<file path="config.mk">
export PLATFORM = sky130hd
export DESIGN_NAME = enable_arbiter_flat
export DESIGN_NICKNAME = d
export VERILOG_FILES = /design/src/rtl/enable_arbiter_if.sv /design/src/rtl/enable_arbiter.sv /design/src/flat_wrapper.sv
export SDC_FILE = /design/constraint.sdc
export NUM_CORES = 1
export LEC_CHECK = 0
export ABC_AREA = 1
export BUFFER_PORTS_ARGS = -buffer_cell sky130_fd_sc_hd__buf_2
export CAP_MARGIN = 25
export CORE_MARGIN = 2
export CORE_UTILIZATION = 52
export CTS_CLUSTER_DIAMETER = 100
export DETAILED_ROUTE_END_ITERATION = 16
export PLACE_DENSITY = 0.83
export SLEW_MARGIN = 20
export SYNTH_ARGS = -nofsm -noshare
export SYNTH_HDL_FRONTEND = slang
export SYNTH_SLANG_ARGS = --single-unit
</file>
<file path="constraint.sdc">
create_clock -name clk -period 2.72 [get_ports clk]
set_input_delay 0.136 -clock clk [delete_from_list [all_inputs] [get_ports clk]]
set_output_delay 0.136 -clock clk [all_outputs]
set_load 0.02 [all_outputs]
</file>
<file path="src/rtl/enable_arbiter_if.sv">
// Bundles the two requester ports and the enableblock datapath connection
// of the enable_arbiter.
interface enable_arbiter_if #(
  parameter int WIDTH = 4
);
  logic             req0;
  logic [WIDTH-1:0] a0;
  logic [WIDTH-1:0] b0;
  logic             req1;
  logic [WIDTH-1:0] a1;
  logic [WIDTH-1:0] b1;
  logic             enable;
  logic [WIDTH-1:0] a_bus;
  logic [WIDTH-1:0] b_bus;
  logic [WIDTH-1:0] a_ret;
  logic [WIDTH-1:0] b_ret;
  logic             gnt0;
  logic             gnt1;
  logic             done0;
  logic             done1;
  logic [WIDTH-1:0] a_res;
  logic [WIDTH-1:0] b_res;

  // The requesters and enableblock side drive requests, operands and returned values.
  modport master (
    output req0, a0, b0, req1, a1, b1, a_ret, b_ret,
    input  enable, a_bus, b_bus, gnt0, gnt1, done0, done1, a_res, b_res
  );

  modport slave (
    input  req0, a0, b0, req1, a1, b1, a_ret, b_ret,
    output enable, a_bus, b_bus, gnt0, gnt1, done0, done1, a_res, b_res
  );
endinterface

</file>
<file path="src/rtl/enable_arbiter.sv">
// Two-requester round-robin controller for the enableblock datapath: latches
// the winner's operands, holds enable for HOLD_CYCLES, returns the result.
module enable_arbiter #(
  parameter int WIDTH       = 4,
  parameter int HOLD_CYCLES = 2
) (
  input  logic            clk,
  input  logic            rst,
  enable_arbiter_if.slave bus
);

  typedef enum logic [1:0] {
    IDLE = 2'd0,
    HOLD = 2'd1,
    DONE = 2'd2
  } state_t;

  localparam logic [3:0] HOLD_LOAD = 4'(HOLD_CYCLES - 1);

  state_t           state, state_next;
  logic             last, last_next;
  logic             owner, owner_next;
  logic [3:0]       cnt, cnt_next;
  logic             enable_q, enable_next;
  logic [WIDTH-1:0] a_bus_q, a_bus_next;
  logic [WIDTH-1:0] b_bus_q, b_bus_next;
  logic             gnt0_q, gnt0_next;
  logic             gnt1_q, gnt1_next;
  logic             done0_q, done0_next;
  logic             done1_q, done1_next;
  logic [WIDTH-1:0] a_res_q, a_res_next;
  logic [WIDTH-1:0] b_res_q, b_res_next;
  logic             pick1;

  // last resets to 1 so that requester 0 wins the first tie.
  always_ff @(posedge clk or posedge rst) begin
    if (rst) begin
      state    <= IDLE;
      last     <= 1'b1;
      owner    <= 1'b0;
      cnt      <= '0;
      enable_q <= 1'b0;
      a_bus_q  <= '0;
      b_bus_q  <= '0;
      gnt0_q   <= 1'b0;
      gnt1_q   <= 1'b0;
      done0_q  <= 1'b0;
      done1_q  <= 1'b0;
      a_res_q  <= '0;
      b_res_q  <= '0;
    end else begin
      state    <= state_next;
      last     <= last_next;
      owner    <= owner_next;
      cnt      <= cnt_next;
      enable_q <= enable_next;
      a_bus_q  <= a_bus_next;
      b_bus_q  <= b_bus_next;
      gnt0_q   <= gnt0_next;
      gnt1_q   <= gnt1_next;
      done0_q  <= done0_next;
      done1_q  <= done1_next;
      a_res_q  <= a_res_next;
      b_res_q  <= b_res_next;
    end
  end

  // Requester 1 wins alone, or on a tie when requester 0 was served last.
  assign pick1 = bus.req1 && (!bus.req0 || (last == 1'b0));

  always_comb begin
    state_next  = state;
    last_next   = last;
    owner_next  = owner;
    cnt_next    = cnt;
    enable_next = enable_q;
    a_bus_next  = a_bus_q;
    b_bus_next  = b_bus_q;
    gnt0_next   = gnt0_q;
    gnt1_next   = gnt1_q;
    done0_next  = 1'b0;
    done1_next  = 1'b0;
    a_res_next  = a_res_q;
    b_res_next  = b_res_q;

    case (state)
      IDLE: begin
        if (bus.req0 || bus.req1) begin
          owner_next  = pick1;
          a_bus_next  = pick1 ? bus.a1 : bus.a0;
          b_bus_next  = pick1 ? bus.b1 : bus.b0;
          gnt0_next   = !pick1;
          gnt1_next   = pick1;
          enable_next = 1'b1;
          cnt_next    = HOLD_LOAD;
          state_next  = HOLD;
        end
      end
      HOLD: begin
        if (cnt == 4'd0) begin
          a_res_next  = bus.a_ret;
          b_res_next  = bus.b_ret;
          enable_next = 1'b0;
          a_bus_next  = '0;
          b_bus_next  = '0;
          gnt0_next   = 1'b0;
          gnt1_next   = 1'b0;
          done0_next  = !owner;
          done1_next  = owner;
          last_next   = owner;
          state_next  = DONE;
        end else begin
          cnt_next = cnt - 4'd1;
        end
      end
      DONE: begin
        state_next = IDLE;
      end
      default: begin
        state_next = IDLE;
      end
    endcase
  end

  assign bus.enable = enable_q;
  assign bus.a_bus  = a_bus_q;
  assign bus.b_bus  = b_bus_q;
  assign bus.gnt0   = gnt0_q;
  assign bus.gnt1   = gnt1_q;
  assign bus.done0  = done0_q;
  assign bus.done1  = done1_q;
  assign bus.a_res  = a_res_q;
  assign bus.b_res  = b_res_q;

endmodule

</file>
<file path="src/flat_wrapper.sv">
// flat-port wrapper written by rule: the top's interface ports become plain ports
module enable_arbiter_flat 
#(
  parameter int WIDTH       = 4,
  parameter int HOLD_CYCLES = 2
)
  (clk, rst, bus_req0, bus_a0, bus_b0, bus_req1, bus_a1, bus_b1, bus_a_ret, bus_b_ret, bus_enable, bus_a_bus, bus_b_bus, bus_gnt0, bus_gnt1, bus_done0, bus_done1, bus_a_res, bus_b_res);
  enable_arbiter_if #(.WIDTH(WIDTH)) bus_i ();
  input  logic clk;
  input  logic rst;
  input wire logic [$bits(bus_i.req0)-1:0] bus_req0;
  input wire logic [$bits(bus_i.a0)-1:0] bus_a0;
  input wire logic [$bits(bus_i.b0)-1:0] bus_b0;
  input wire logic [$bits(bus_i.req1)-1:0] bus_req1;
  input wire logic [$bits(bus_i.a1)-1:0] bus_a1;
  input wire logic [$bits(bus_i.b1)-1:0] bus_b1;
  input wire logic [$bits(bus_i.a_ret)-1:0] bus_a_ret;
  input wire logic [$bits(bus_i.b_ret)-1:0] bus_b_ret;
  output wire logic [$bits(bus_i.enable)-1:0] bus_enable;
  output wire logic [$bits(bus_i.a_bus)-1:0] bus_a_bus;
  output wire logic [$bits(bus_i.b_bus)-1:0] bus_b_bus;
  output wire logic [$bits(bus_i.gnt0)-1:0] bus_gnt0;
  output wire logic [$bits(bus_i.gnt1)-1:0] bus_gnt1;
  output wire logic [$bits(bus_i.done0)-1:0] bus_done0;
  output wire logic [$bits(bus_i.done1)-1:0] bus_done1;
  output wire logic [$bits(bus_i.a_res)-1:0] bus_a_res;
  output wire logic [$bits(bus_i.b_res)-1:0] bus_b_res;
  assign bus_i.req0 = bus_req0;
  assign bus_i.a0 = bus_a0;
  assign bus_i.b0 = bus_b0;
  assign bus_i.req1 = bus_req1;
  assign bus_i.a1 = bus_a1;
  assign bus_i.b1 = bus_b1;
  assign bus_i.a_ret = bus_a_ret;
  assign bus_i.b_ret = bus_b_ret;
  assign bus_enable = bus_i.enable;
  assign bus_a_bus = bus_i.a_bus;
  assign bus_b_bus = bus_i.b_bus;
  assign bus_gnt0 = bus_i.gnt0;
  assign bus_gnt1 = bus_i.gnt1;
  assign bus_done0 = bus_i.done0;
  assign bus_done1 = bus_i.done1;
  assign bus_a_res = bus_i.a_res;
  assign bus_b_res = bus_i.b_res;
  enable_arbiter #(.WIDTH(WIDTH), .HOLD_CYCLES(HOLD_CYCLES)) u_core (.clk(clk), .rst(rst), .bus(bus_i));
endmodule
</file>
After elaboration in Yosys (flattened, before gate mapping)
Index checks and enable logic that the tools add are counted.
{ "word_totals": {"regBits": 29, "latch_bits": 0, "ram_bits": 0, "mem_bits_ro": 0, "inputBits": 28, "elab_cells": 57, "mem_count": 0} }
{ "classes": {"addsub": 1, "mul": 0, "div": 0, "n_lt_le_gt_ge": 0, "eq_ne": 4, "n_shift": 0, "muxes": 24, "bitwise_logic": 1, "n_reduce_logical": 14} }
{ "op_table": {"columns": ["cell", "n"], "rows": [
  ["4-bit 2-to-1 mux", 7],
  ["4-bit case mux with 2 select lines", 3],
  ["1-bit 2-to-1 mux", 8],
  ["1-bit case mux with 2 select lines", 3],
  ["2-bit AND reduction", 3],
  ["3-bit AND reduction", 2],
  ["4-bit zero test", 1],
  ["2-bit 2-to-1 mux", 2],
  ["2-bit by 1-bit inequality test with 1-bit output (second input constant)", 2],
  ["2-bit case mux with 2 select lines", 1],
  ["4-bit by 1-bit subtractor with 4-bit output (second input constant)", 1],
  ["1-bit zero test", 3],
  ["2-bit by 1-bit equality test with 1-bit output (second input constant)", 1],
  ["2-bit zero test", 1],
  ["1-bit logical OR", 2],
  ["2-bit inequality test (second input constant)", 1],
  ["2-bit nonzero test", 1],
  ["1-bit logical AND", 1],
  ["1-bit inverter", 1]
]} }

Depth between registers and ports, before layout
{ "logic_depth": {"word_depth": 6, "depth_mapped": 8, "mapped_depth_nobuf": 7} }

Worst setup path after synthesis
No wires, ideal clock.
{ "synth_timing": {"path_kind": "reg2reg", "start": "register u_core.cnt[0]", "end": "register u_core.enable_q (netlist: u_core.bus.enable)", "setup_time_ps": 129, "arrival_time_ps": 1072, "required_time_ps": 2591, "setup_slack_ps": 1519, "path_stages_with_launch": 9, "period_less_slack_ps": 1201, "path_cell_list": "dfrtp_1 inv_1 ha_1 nand2_2 nor2_4 inv_2 buf_6 nand2_1 nand2_1"} }
{ "synth_via": {"elab_chain_cells": 3} }
{ "synth_rtl": {"columns": ["item", "line", "rtl"], "rows": [
  ["from (decl)", "enable_arbiter.sv:23", "logic [3:0] cnt, cnt_next;"],
  ["from (signal assigned)", "enable_arbiter.sv:55", "cnt <= cnt_next;"],
  ["4-bit zero test", "enable_arbiter.sv:100", "if (cnt == 4'd0) begin"],
  ["2-bit by 1-bit inequality test with 1-bit output (no line)", null, null],
  ["3-bit AND reduction (no line)", null, null],
  ["to (signal assigned)", "enable_arbiter.sv:56", "enable_q <= enable_next;"],
  ["to (decl)", "enable_arbiter.sv:24", "logic enable_q, enable_next;"]
]} }
Every way passes these cells.
A chain may end at the register's enable or synchronous reset.

Worst setup path in the final report
{ "layout_timing": {"start": "register u_core.cnt[0]", "end": "register u_core.last"} }
{ "layout_via": {"elab_chain_cells": 2} }
{ "layout_rtl": {"columns": ["item", "line", "rtl"], "rows": [
  ["4-bit zero test", "enable_arbiter.sv:100", null],
  ["2-bit AND reduction (no line)", null, null],
  ["to (signal assigned)", "enable_arbiter.sv:53", "last <= last_next;"],
  ["to (decl)", "enable_arbiter.sv:21", "logic last, last_next;"]
]} }
Every way passes these cells.

==> results.md <==
- Max Slew Vio Count: 0
- Post-Syn Area: 0.00134 sq mm
- Gr usage total: 22.7%
- Pin count of the biggest net entering global routing: 21
- Hold slack: 0.00259 ns
- Final Hold Vio Count: 0
- EDFF count, synth: 0
- CTS root buf: clkbuf_4
- FF-to-FF path depth: 7
- Post-route ant nets: 0
- Area occupied by multi-input gates: 512 sq um
- Setup TNS: 0 ns
- Setup WS pre-CTS: 1.30 ns
- Port Buffers: 48
- Seq. cell area: 727 sq um
- Sw Share: 44.6%
- Status: finished clean
- Switching power of the nets: 954 uW
- Maximum fanout along the worst path: 11
- R2R Path Start: u_core.cnt[0]
- Crit path time final: 1.44 ns
- Clock sink count: 29
- Share of cells above drive strength 1: 34.4%
- DRT iter0 DRCs: 19
- DRC violations left: 0
- Total gr overflow: 0
- Die width: 54.7 um
- Vias per inst: 4.99
- Worst Setup Path Type: reg -> reg
- Setup ws final: 1.28 ns
- VDD IR-drop max: 0.843 mV
- Register bit total from synthesis: 29
- Slew of the pin with the lowest slew margin: 0.450 ns
- Final setup fails: 0
- CTS clock-pin slew for the worst setup and hold paths: 0.10 ns
- CTS tree: yes
- Vias: 1193
- Site row count: 18
- Hold Crit Depth: 3
- Antenna cell count: 0
- Worst skew pair latency: 0.33 ns
- GP Congestion: 0.715
- CTS resizes: 0
- Syn Area/Cell: 8.85 sq um
- Post-synth cell types: 19
- Post-CTS setup buffer count: 0
- Worst path arrival time: 1.71 ns
- Drt total wl: 2910 um
- Initial antenna violation count: 0
- Slew headroom: 70.0%
- Combinational Power Share: 47.8%
- Peak Freq: 694 MHz
- Reg2reg setup slack: 1.28 ns
- Pleak: 0.000988 uW
- # fillers: 176
- Cts bufs inserted: 5
- Internal power: 1180 uW
- Cells after Synth: 151
- Global-route wire length before repair: 4600 um
- WL/cell: 12.2 um
- # IOs: 49
- Period utilisation layout: 53.0%
- Pre-antenna DRT Iters: 5
- Most frequent cells in the layout: nand2_1, buf_2, dfrtp_1
- H-Tree Depth: 2
- Clk_skew: 0.00938 ns
- DP Wirelength: 2180 um
- Maxcap violations: 0
- Die Ht: 54.7 um
- RSZ-0062 raised after global routing: no
- Post-synth net total: 181
- Register area share after synthesis: 54.4%
- Worst Setup End Kind: flop
- Vias in the first global route: 1072
- Clock buffer depth: 2
- CP startpoint kind: flop
- PwrDens: 1230 mW/mm^2
- CTS Hold Buffers Added: 3
- Synth-to-Final Area Change: 30.0%
- Starting Density: 54.4%
- Die area: 0.00299 sq mm
- Power, Total: 2140 uW
- RR Endpoint: u_core.last
- Commonest non-fill, non-tap cell in the layout: nand2_1
- HP Class: in -> reg
- Core region area: 0.00245 sq mm
- Post-synth ARST share: 100%
- Final Net Count: 238
- Sequential power share: 34.5%
- Yosys warning count: 0
- Clock power frac: 17.7%
- CP startpoint: u_core.cnt[0]
- Crit path to: u_core.last
- Primary FF master, synth: dfrtp_1
- Required time of the critical path: 2.99 ns
==> area by class of cell <==
class	instances	share of cell area (%)
Sequential cell	29	41.9
Inverter	17	3.67
Timing Repair Buffer	53	17.7
Tap cell	30	2.16
Clock inverter	2	2.16
Multi-Input combinational cell	102	29.5
Clock buffer	6	2.95
==> stage by stage <==
| step | cell area, sq um | std cells | util [%] |
|---|---|---|---|
| finish | 1740 | 239 | 70.7 |
| global route | 1740 | 239 | 70.7 |
| CTS | 1730 | 238 | 70.3 |
| detailed placement | 1610 | 227 | 65.5 |
| global placement | 1580 | 226 | 64.4 |
| floorplan | 1340 | 151 | - |
==> synth_stat cells (2+ instances only) <==
library cell | instances | area (sq um)
buf_6 | 3 | 33.8
dfrtp_1 | 28 | 701
ha_1 | 2 | 25.0
inv_1 | 13 | 48.8
inv_2 | 4 | 15.0
nand2_1 | 58 | 218
nand2_2 | 2 | 12.5
nand2_4 | 4 | 45.0
nand3_1 | 5 | 25.0
nor2_1 | 9 | 33.8
o211ai_1 | 3 | 22.5
o21ai_0 | 8 | 40.0
o21ai_1 | 6 | 30.0
==> sequential cells by signal (all words and copies together), names as in the netlist <==
signal             flops
u_core.owner           1
u_core.bus.b_res       4
u_core.bus.enable      1
u_core.last            1
u_core.bus.a_bus       4
u_core.bus.a_res       4
u_core.bus.gnt0        1
u_core.bus.done0       1
u_core.bus.done1       1
u_core.bus.gnt1        1
u_core.bus.b_bus       4
u_core.cnt             4
u_core.state           2
==> layer usage <==
| metal | track usage, % | up-vias | wire length, um |
|---|---|---|---|
| met4 | 11.3 | 0 | 55 |
| met1 | 25.4 | 562 | 1130 |
| met2 | 38.3 | 40 | 1570 |
| li1 | - | 584 | - |
| met3 | 7.65 | 7 | 150 |
| met5 | 0 | - | 0 |
==> cells by family (layout without fill, tap and decap cells) <==
logic type / Yosys count / count (layout) / synth area share, %
and+or+nand+nor: 81 / 81 / 27.6
xor gates and xnor gates: 1 / 1 / 0.656
buffers and inverters: 20 / 78 / 7.30
adders and majority gates: 2 / 2 / 1.87
DFF: 29 / 29 / 54.4
AOI/OAI and AO/OA: 18 / 18 / 8.15
==> worst max-delay path, stage by stage, from the launching register on <==
cell	delay [ns]
dfrtp_1	0.37
inv_1	0.14
ha_1	0.19
nand2_2	0.10
nor2_4	0.24
inv_2	0.15
nor2_1	0.14
nor2_1	0.06
==> power by group through the flow <==
| stage | clock network [uW] | logic [uW] | registers [uW] |
|---|---|---|---|
| 4_1_cts | 378 | 1030 | 739 |
| 5_1_grt | 400 | 1140 | 763 |
| 6_report | 378 | 1020 | 736 |
| 3_5_place_dp | 0 | 1020 | 744 |
| 3_3_place_gp | 0 | 967 | 736 |
| 2_1_floorplan | 0 | 590 | 901 |
==> how the worst min path moves through the flow <==
| stage | endpoint | slack (ns) | startpoint |
|---|---|---|---|
| final | u_core.bus.b_res[2] | 0.003 | bus_b_ret[2] |
| after CTS | u_core.bus.b_res[2] | 0.0006 | bus_b_ret[2] |
| after global placement | u_core.bus.b_res[2] | 0.34 | bus_b_ret[2] |
| after detailed placement | u_core.bus.a_res[3] | 0.16 | rst |
| after floorplan | u_core.bus.a_bus[0] | 0.21 | rst |
| after global routing | u_core.bus.b_res[1] | 0.01 | bus_b_ret[1] |
Note: power is estimated with default switching activity, not from simulation.
